--- src/rtl/fifo_pkg.sv ---
// Shared constants, types and the pointer-difference helper for the circular FIFO.
package fifo_pkg;

    localparam int LARGURA_PADRAO      = 8;
    localparam int PROFUNDIDADE_PADRAO = 8;

    typedef logic [7:0] byte_t;

    // Occupancy is the pointer difference modulo 2^(aw+1). The wrap bit makes
    // the full and empty cases distinct without a separate counter.
    function automatic logic [31:0] ocupacao_ptr(
        input logic [31:0] wr_ptr,
        input logic [31:0] rd_ptr,
        input int          aw
    );
        logic [31:0] mascara;
        mascara = (32'd1 << (aw + 1)) - 32'd1;
        return (wr_ptr - rd_ptr) & mascara;
    endfunction

endpackage

--- src/rtl/fifo_circular_memoria_fila.sv ---
// Storage array for the circular FIFO: synchronous write, synchronous read, no reset.
module memoria_fila
    import fifo_pkg::*;
#(
    parameter  int LARGURA      = LARGURA_PADRAO,
    parameter  int PROFUNDIDADE = PROFUNDIDADE_PADRAO,
    localparam int AW           = $clog2(PROFUNDIDADE)
) (
    input  logic               clk,
    input  logic               we,
    input  logic [AW-1:0]      waddr,
    input  logic [LARGURA-1:0] wdata,
    input  logic               re,
    input  logic [AW-1:0]      raddr,
    output logic [LARGURA-1:0] rdata
);

    logic [LARGURA-1:0] r_mem [PROFUNDIDADE];
    logic [LARGURA-1:0] r_rdata;

    // Write port. When the FIFO is full the read and write share an address;
    // the non-blocking update means the read below still returns the old byte.
    always_ff @(posedge clk) begin
        if (we) begin
            r_mem[waddr] <= wdata;
        end
    end

    // Registered read port; rdata holds its value when re is low.
    always_ff @(posedge clk) begin
        if (re) begin
            r_rdata <= r_mem[raddr];
        end
    end

    assign rdata = r_rdata;

endmodule

--- src/rtl/fifo_circular.sv ---
// Circular-buffer FIFO behind the byte delay line: pointer control, status and sticky error flags.
module fifo_circular
    import fifo_pkg::*;
#(
    parameter  int LARGURA      = LARGURA_PADRAO,
    parameter  int PROFUNDIDADE = PROFUNDIDADE_PADRAO,
    localparam int AW           = $clog2(PROFUNDIDADE)
) (
    input  logic               clk,
    input  logic               rst,
    input  logic               escrever,
    input  logic [LARGURA-1:0] data_ent,
    input  logic               ler,
    output logic [LARGURA-1:0] data_sai,
    output logic               valido_sai,
    output logic               fila_cheia,
    output logic               fila_vazia,
    output logic [AW:0]        ocupacao,
    output logic               erro_estouro,
    output logic               erro_vazio
);

    // Pointers carry one extra wrap bit beyond the address.
    logic [AW:0]        r_wr_ptr;
    logic [AW:0]        r_rd_ptr;
    logic               r_lido;
    logic [LARGURA-1:0] r_data_hold;
    logic               r_erro_estouro;
    logic               r_erro_vazio;

    logic               w_vazia;
    logic               w_cheia;
    logic               w_ler_ok;
    logic               w_esc_ok;
    logic               w_mem_we;
    logic               w_mem_re;
    logic [LARGURA-1:0] w_rdata;

    // Status comes only from registered pointers, never from this cycle's requests.
    always_comb begin
        w_vazia = (r_wr_ptr == r_rd_ptr);
        w_cheia = (r_wr_ptr[AW-1:0] == r_rd_ptr[AW-1:0]) &&
                  (r_wr_ptr[AW] != r_rd_ptr[AW]);
    end

    // Request acceptance. A write while full is allowed only when a read frees
    // the head slot in the same cycle; an empty FIFO never bypasses to the reader.
    always_comb begin
        w_ler_ok = ler && !w_vazia;
        w_esc_ok = escrever && (!w_cheia || w_ler_ok);
        w_mem_we = w_esc_ok && !rst;
        w_mem_re = w_ler_ok && !rst;
    end

    memoria_fila #(
        .LARGURA      (LARGURA),
        .PROFUNDIDADE (PROFUNDIDADE)
    ) u_memoria (
        .clk   (clk),
        .we    (w_mem_we),
        .waddr (r_wr_ptr[AW-1:0]),
        .wdata (data_ent),
        .re    (w_mem_re),
        .raddr (r_rd_ptr[AW-1:0]),
        .rdata (w_rdata)
    );

    // Write and read pointers; reset discards all stored entries.
    always_ff @(posedge clk) begin
        if (rst) begin
            r_wr_ptr <= '0;
            r_rd_ptr <= '0;
        end else begin
            if (w_esc_ok) begin
                r_wr_ptr <= r_wr_ptr + 1'b1;
            end
            if (w_ler_ok) begin
                r_rd_ptr <= r_rd_ptr + 1'b1;
            end
        end
    end

    // Read-valid tracking plus a hold copy of the last popped byte, so data_sai
    // reads 0 after reset even though the storage array is never cleared.
    always_ff @(posedge clk) begin
        if (rst) begin
            r_lido      <= 1'b0;
            r_data_hold <= '0;
        end else begin
            r_lido <= w_ler_ok;
            if (r_lido) begin
                r_data_hold <= w_rdata;
            end
        end
    end

    // Sticky error flags; only reset clears them.
    always_ff @(posedge clk) begin
        if (rst) begin
            r_erro_estouro <= 1'b0;
            r_erro_vazio   <= 1'b0;
        end else begin
            if (escrever && w_cheia && !w_ler_ok) begin
                r_erro_estouro <= 1'b1;
            end
            if (ler && w_vazia) begin
                r_erro_vazio <= 1'b1;
            end
        end
    end

    assign data_sai     = r_lido ? w_rdata : r_data_hold;
    assign valido_sai   = r_lido;
    assign fila_cheia   = w_cheia;
    assign fila_vazia   = w_vazia;
    assign ocupacao     = (AW + 1)'(ocupacao_ptr(32'(r_wr_ptr), 32'(r_rd_ptr), AW));
    assign erro_estouro = r_erro_estouro;
    assign erro_vazio   = r_erro_vazio;

endmodule

--- config.mk ---
export PLATFORM = sky130hd
export DESIGN_NAME = fifo_circular
export DESIGN_NICKNAME = d
export VERILOG_FILES = /design/src/rtl/fifo_pkg.sv /design/src/rtl/fifo_circular_memoria_fila.sv /design/src/rtl/fifo_circular.sv
export SDC_FILE = /design/constraint.sdc
export NUM_CORES = 1
export LEC_CHECK = 0
export CORE_ASPECT_RATIO = 0.9
export CORE_MARGIN = 2
export CORE_UTILIZATION = 57
export CTS_CLUSTER_DIAMETER = 40
export DETAILED_ROUTE_END_ITERATION = 7
export GPL_TIMING_DRIVEN = 1
export PLACE_DENSITY = 0.78
export RECOVER_POWER = 25
export SETUP_SLACK_MARGIN = 0.5
export SYNTH_ARGS = -nofsm -noshare
export SYNTH_HDL_FRONTEND = slang
export SYNTH_SLANG_ARGS = --single-unit
export TNS_END_PERCENT = 50
--- constraint.sdc ---
create_clock -name clk -period 4.1 [get_ports clk]
set_clock_uncertainty 0.1 [all_clocks]
set_input_delay 1.025 -clock clk [delete_from_list [all_inputs] [get_ports clk]]
set_output_delay 1.025 -clock clk [all_outputs]
set_load 0.005 [all_outputs]
---- Word-level counts from Yosys, hierarchy flattened ----
Memory sizes are Yosys's and may differ from the RTL's. A register that Yosys moved wholly into a read port is not among the register bits.
Cells that the tools add are included.
operators by class
  add/sub/neg operators ................... 3
  equal/unequal tests ..................... 3
  mux-type cells .......................... 3
  reductions and logical operators ........ 13
operators by type and width
  operator                                                       count
  4-bit by 1-bit adder with 4-bit output, second input constant  2
  1-bit logical AND                                              8
  8-bit two-way mux                                              1
  4-bit equality test                                            1
  1-bit logical NOT                                              4
  4-bit subtractor                                               1
  3-bit equality test                                            1
  1-bit two-way mux                                              2
  1-bit logical OR                                               1
  1-bit != test                                                  1
storage, ports and cells
  register bits after elaboration ......... 19
  RAM bits ................................ 64
  input port bits ......................... 12
  output and inout port bits .............. 17
  logic and storage cells ................. 29
  memories ................................ 1
memories
  name             depth  bits a word  rd ports  clocked after Yosys merged registers in  wr ports  line                              RTL
  u_memoria.r_mem  8      8            1         1                                        1         fifo_circular_memoria_fila.sv:18  logic [LARGURA-1:0] r_mem [PROFUNDIDADE];

---- Longest topological paths before layout ----
Gate-level depths: netlist (run 1).
  depth after elaboration ................. 8
  gate-level depth with buffers ........... 8
  depth with buffers taken out ............ 6

---- By module ----
A second synthesis (run 1) with hierarchy kept.
second synthesis, totals
  cells, all modules ...................... 207
  area, all modules ....................... 3,687.3 um^2
by module, submodules not included
  module         instances  cells each  area an instance (um^2)  seq. area each (um^2)
  memoria_fila   1          114         2,771.4                  2,162.1
  fifo_circular  1          93          915.9                    380.4

---- Least setup slack after synthesis (run 1) ----
Ideal clock, no wire load.
  kind .................................... reg2reg
  start point ............................. reg r_rd_ptr[1]
  end point ............................... mem u_memoria.r_mem[1][0] (netlist bit), enable pin
  setup time .............................. 370 ps
  data arrival time ....................... 2,457 ps
  data required time ...................... 3,630 ps
  setup slack ............................. 1,172 ps
  cell stages (with the launch flop) ...... 9
  period minus slack after synthesis ...... 2,928 ps
  path through ............................ dfxtp_1 clkbuf_1 buf_2 inv_1 ha_1 nand3_1 nor3_2 or4b_4 nor2_1
between the ends
  word-level cells in the longest chain between the ends .. 8
  elaborated cells between the ends (all ways) .. 11
  those cells by class .................... eq/ne (2); mux (2); reduce/logical (7)
RTL lines
  what                                                        line                                      RTL
  from (decl)                                                 fifo_circular.sv:25                       logic [AW:0] r_rd_ptr;
  from (signal assigned)                                      fifo_circular.sv:78                       r_rd_ptr <= r_rd_ptr + 1'b1;
  4-bit equality test or 3-bit equality test (tied branches)  fifo_circular.sv:41, fifo_circular.sv:42
  1-bit logical NOT or 1-bit logical AND (tied branches)      fifo_circular.sv:49, fifo_circular.sv:42
  1-bit logical AND or 1-bit logical NOT (tied branches)      fifo_circular.sv:49, fifo_circular.sv:50
  1-bit logical OR *                                          fifo_circular.sv:50                       w_esc_ok = escrever && (!w_cheia || w_ler_ok);
  1-bit logical AND *                                         fifo_circular.sv:50
  1-bit logical AND *                                         fifo_circular.sv:51                       w_mem_we = w_esc_ok && !rst;
  1-bit two-way mux *                                         fifo_circular_memoria_fila.sv:24          if (we) begin
  1-bit two-way mux (not written as such) *                   fifo_circular_memoria_fila.sv:25          r_mem[waddr] <= wdata;
  to (decl)                                                   fifo_circular_memoria_fila.sv:18
Mark *: on every way between the ends. The rest lies on a longest branch, timed or not.

---- Worst setup path after layout (run 1) ----
  start point ............................. reg r_rd_ptr[2]
  end point ............................... out fila_vazia
between the ends
  word-level cells in the longest chain between the ends .. 1
RTL lines
  what                 line                 RTL
  4-bit equality test  fifo_circular.sv:41  w_vazia = (r_wr_ptr == r_rd_ptr);
  to (decl)            fifo_circular.sv:17  output logic fila_vazia,
Every way passes these cells.

==> flow_summary.toml, run 1 <==
[drt]
num_vias = 1887
drt-initial-drc-count = 122
dr.pass1.iters = 4
drt-total-wl_um = 6080
final_antenna_net_count = 0
drc = 0
vias_per_cell = 5.39
wire_per_inst_um = 17.4

[final_layout]
n_antenna_cell = 0
synthToLayoutAreaGrowth_pct = 17.5
nets = 276
fillerInstances = 418
design_area_um2 = 4250
ff_latch_area_um2 = 2540
layout-drive-gt1-share_pct = 19.8
multi_input_area_um2 = 1010

[clock_network]
path_clk_slew_ns = 0.09
numCtsBuffers = 9
cts_tree = "yes"
cts.path.max_buffers = 2
htreeDepth = 3
cts-root-buf = "clkbuf_8"
clock-sinks = 91
clock_latency_ns = 0.35

[yosys]
yosysWarnings = 0
yosys.area.top_type_share_pct = 59.8
synthTopCellsByArea = "edfxtp_1 (60%), dfxtp_1 (11%), mux4_2 (10%)"
synth.cell_area_um2 = 3620
yosysMostFrequentCell = "edfxtp_1"
synth_seq_cells = 91
syn_avg_cell_area_um2 = 16.3
synth.distinct_cells = 30
synth_ff_type = "edfxtp_1"
synth_edf_count = 72
ys_seq_area_share_pct = 70.3
synth_fp_nets = 240
synth_common_cells = "edfxtp_1 (72), nand2_1 (28), dfxtp_1 (19), nor2_1 (19), mux4_2 (16)"
synth-async-reset-ratio_pct = 0
postSynthCellCount = 222
yosysTopAreaCell = "edfxtp_1"

[global_route]
grt_max_degree = 21
grt_overflow = 0
grt.total_usage_pct = 20.0
antenna_found_initial = 0
grt_pass1_vias = 1899
grt_pass1_wl_um = 9870

[die]
io_pins = 29
die_h_um = 79.6
row_count = 27
start_util_pct = 59.1
core-area_um2 = 6110
dieArea_um2 = 7000
die_x_um = 88.0

[sta]
fmax_ghz = 0.297
rsz0062_at_grt = "false"
setup_tns_ns = 0
fin_crit_ns = 3.37
period_share_pct = 82.2
setup_viol = 0
slew_headroom_pct = 50.1
hold_viol = 0
tightest_slew_ns = 0.746
slew_viol_final = 0

[placed_design]
dp_hpwl_um = 4320
place_congestion = 0.746
post_dp_cell_area_um2 = 4010
portBuffers = 28

[setup_path]
worstPathMaxFanout = 10
path_class = "reg -> out"
critPathRequiredTime_ns = 2.97
setup.worst_path.end_class = "primary output"
crit_start = "r_rd_ptr[2]"
critPathLaunchType = "flip-flop"
worstPathArrival_ns = 2.25
reg2reg_from = "r_rd_ptr[2]"

[power]
power_leakage_nw = 1.46
max-vdd-ir-drop_mv = 0.315
p_per_area_nw_per_um2 = 490

[hold_path]
worstHoldStart = "erro_estouro"
hold_path_class = "reg -> reg"

[job]
maxCapViolCount = 0

[run_status]
status = "finished, final reports clean"
-- routing by layer --
metal  global-route usage (%)  share of wire [%]
met5                        0                  0
met4                     4.31               0.53
met1                     27.8                 43
met2                     30.2                 49
met3                     7.86                7.2
-- final cells by class --
| class | count | area share, % |
|---|---|---|
| clock inverters | 7 | 2.74 |
| clock buffers | 9 | 2.92 |
| well taps | 87 | 2.56 |
| inverters | 7 | 0.619 |
| multi-input cells | 116 | 23.8 |
| repair buffers | 33 | 7.48 |
| flip-flops and latches | 91 | 59.9 |
-- per-stage QoR --
stage / power [mW] / utilization [%] / std cells / hold WS (ns) / setup slack [ns]
after floorplan: 1.29 / - / 222 / 0.360 / 1.17
after global placement: 1.41 / 65.5 / 334 / 0.355 / 0.833
after detailed placement: 1.42 / 65.5 / 334 / 0.366 / 0.739
after CTS: 2.11 / 69.4 / 350 / 0.389 / 0.549
after global routing: 2.18 / 69.5 / 350 / 0.405 / 0.556
final: 2.08 / 69.5 / 350 / 0.376 / 0.729
-- sequential cells by signal (all words and copies together) (netlist names) --
register / count
r_rd_ptr: 4
valido_sai: 1
erro_vazio: 1
r_wr_ptr: 4
erro_estouro: 1
r_data_hold: 8
u_memoria.r_mem: 64
u_memoria.rdata: 8
-- report_power, final --
group	total [mW]	switching, mW	leakage (nW)	internal (mW)
logic	0.339	0.151	0.533	0.189
registers	1.05	0.0192	0.807	1.04
clock network	0.688	0.327	0.121	0.361
total	2.08	0.497	1.46	1.59
-- critical path: stages (launching register included) --
cell             delay [ns]
dfxtp_2                0.44
inv_2                  0.13
ha_1                   0.35
nand3_1                0.26
nor2_1                 0.20
clkdlybuf4s50_1        0.52
-- placed cells by master, fill, tap and decap left out, drive strengths merged, types with 2 or more instances in the layout --
cell,instances
nor3,3
ha,5
o31ai,2
mux2,8
clkbuf,9
xnor2,5
dfxtp,19
and4,2
xor2,4
mux4,16
nand2,28
clkdlybuf4s50,22
dlygate4sd3,6
edfxtp,72
nor2b,8
nor2,19
bufinv,2
o21ai,3
mux2i,2
buf,5
a21oi,4
inv,11
-- cell families (layout without fill, tap and decap cells) --
group,count (synthesis),after routing,synth area share (%)
multiplexers,26,26,13.0
AND/OR/NAND/NOR,64,64,8.44
XOR/XNOR,9,9,2.39
adder cells (fa/ha/maj),6,6,2.28
flip-flops,91,91,70.3
buffers and inverters,15,56,1.76
AO/OA/AOI/OAI,11,11,1.80
-- what timing repair did --
action                     in CTS  in global routing
hold buffers                    0                  0
setup buffers                   0                  0
resized for setup               0                  2
setup endpoints to repair       0                  2
-- final timing paths --
kind | to | slack (ns) | cells past startpoint
worst max-delay path | fila_vazia | 0.73 | 5
worst min-delay path | erro_estouro | 0.38 | 2
worst max register to register | u_memoria.r_mem[1][6] | 1.22 | 6
worst min register to register | erro_estouro | 0.38 | 2
(Power assumes the default switching activity.)
==> run 2: changes to the inputs <==
clock period = 3.41 ns   (was 4.1 ns; I/O delays follow)
==> run 2 against run 1 <==
Net effect:
- first-iteration DRC count fell by 13%
- routed wire length rose by 0.94%
- critical endpoint is now ocupacao[1]
- final cell count rose by 2.9%
==> flow_summary.toml, run 2 (same netlist as run 1, synthesis figures left out) <==
[run_status]
status = "finished, final reports clean"

[die]
die_x_um = 88.0
start_util_pct = 59.1
io_pins = 29
row_count = 27
core-area_um2 = 6110
dieArea_um2 = 7000
die_h_um = 79.6

[final_layout]
n_antenna_cell = 0
top_register = "u_memoria.r_mem"
final_core_util_pct = 70.8
largest_reg_flops = 64
layout_common_cells = "edfxtp_1 (72), nand2_1 (28), clkdlybuf4s50_1 (20)"
nets = 286
fillerInstances = 405
final_common_cell = "edfxtp_1"
layout-drive-gt1-share_pct = 25.3
synthToLayoutAreaGrowth_pct = 19.7

[drt]
drt-total-wl_um = 6140
final_antenna_net_count = 0
drc = 0
vias_per_cell = 5.34
num_vias = 1923
drt-initial-drc-count = 106
wire_per_inst_um = 17.1
dr.pass1.iters = 4

[power]
max-vdd-ir-drop_mv = 0.334
p_total_mw = 2.39
power_leakage_nw = 1.52
p_per_area_nw_per_um2 = 551

[sta]
fmax_ghz = 0.343
hold_viol = 0
slew_viol_final = 0
period_share_pct = 85.5
setup_viol = 0
slew_headroom_pct = 60.7
setup_tns_ns = 0
fin_crit_ns = 2.91
tightest_slew_ns = 0.587
rsz0062_at_grt = "true"

[global_route]
grt_pass1_wl_um = 9870
grt_pass1_vias = 1922
grt_max_degree = 20
grt.total_usage_pct = 20.0
grt_overflow = 0
antenna_found_initial = 0

[placed_design]
portBuffers = 28
dp_hpwl_um = 4160
place_congestion = 0.769

[setup_path]
r2r-end = "u_memoria.r_mem[2][5]"
reg2reg_from = "r_wr_ptr[2]"
regToRegSetupSlack_ns = 1.09
critPathRequiredTime_ns = 2.46
setup.worst_path.end_class = "primary output"
critPathLaunchType = "flip-flop"
worstPathMaxFanout = 7
path_class = "reg -> out"
worstPathArrival_ns = 1.96
r2r.worst_path.cells = 7

[hold_path]
whs_path_depth = 2
worstHoldEndpoint = "erro_vazio"
hold_path_class = "reg -> reg"
worstHoldStart = "erro_vazio"

[clock_network]
cts_tree = "yes"
numCtsBuffers = 9
cts.path.max_buffers = 2
cts_hold_buf = 0
cts-root-buf = "clkbuf_8"
clock_latency_ns = 0.36
clock-sinks = 91
path_clk_slew_ns = 0.09
htreeDepth = 3

[job]
maxCapViolCount = 0
run 2: area by class of cell:
type | count | area, um^2 | area share [%]
Clock inverter | 7 | 57.6 | 1.33
Clock buffer | 9 | 124 | 2.86
Inverter | 7 | 28.8 | 0.665
Multi-Input combinational cell | 116 | 1060 | 24.5
Tap cell | 87 | 109 | 2.51
Timing Repair Buffer | 43 | 394 | 9.10
Sequential cell | 91 | 2560 | 59.1
run 2: report_power, final:
group | switching, mW | internal (mW) | leakage, nW
clock network | 0.390 | 0.278 | 0.0955
registers | 0.0251 | 1.24 | 0.809
logic | 0.195 | 0.254 | 0.614
total | 0.609 | 1.78 | 1.52
run 2: how the worst max path moves through the flow:
stage / slack, ns / cells past startpoint / from / end
floorplan: 0.48 / 8 / r_rd_ptr[1] / u_memoria.r_mem[1][0]
global placement: 0.57 / 5 / r_rd_ptr[2] / fila_vazia
detailed placement: 0.47 / 5 / r_rd_ptr[2] / fila_vazia
CTS: 0.32 / 6 / r_rd_ptr[1] / ocupacao[3]
global route: 0.44 / 5 / r_wr_ptr[0] / ocupacao[1]
finish: 0.50 / 5 / r_wr_ptr[0] / ocupacao[1]
run 2: metal layers:
layer	up-vias	routed length, um	global-route usage, %
met5	-	0	0
met3	5	279	5.27
met1	951	2890	29.1
li1	917	-	-
met2	50	2910	28.6
met4	0	61	8.46
run 2: stage by stage:
stage,setup slack (ns),area [um^2],hold slack [ns],std cells
after floorplan,0.482,3620,0.360,222
after global placement,0.569,4050,0.349,340
after detailed placement,0.475,4050,0.363,340
after CTS,0.317,4240,0.384,356
after global routing,0.438,4330,0.443,360
final,0.496,4330,0.387,360
run 2: critical path, cell delays in order (launching register included):
cell and delay [ns]:
dfxtp_4 0.40, inv_2 0.07, ha_4 0.16, fa_1 0.44
inv_1 0.06, clkdlybuf4s50_1 0.49
run 2: what timing repair did:
action,in CTS,in global routing
endpoints found under the setup margin,5,4
pin swaps,0,1
gates resized for setup,7,13
buffers inserted,0,4
==> run 3: changes to the inputs <==
HOLD_SLACK_MARGIN = 0.15   (was unset)
SLEW_MARGIN = 10   (was unset)
==> results of run 3 <==
Same layout as run 2: the final DEF is identical, and so are final timing and power.
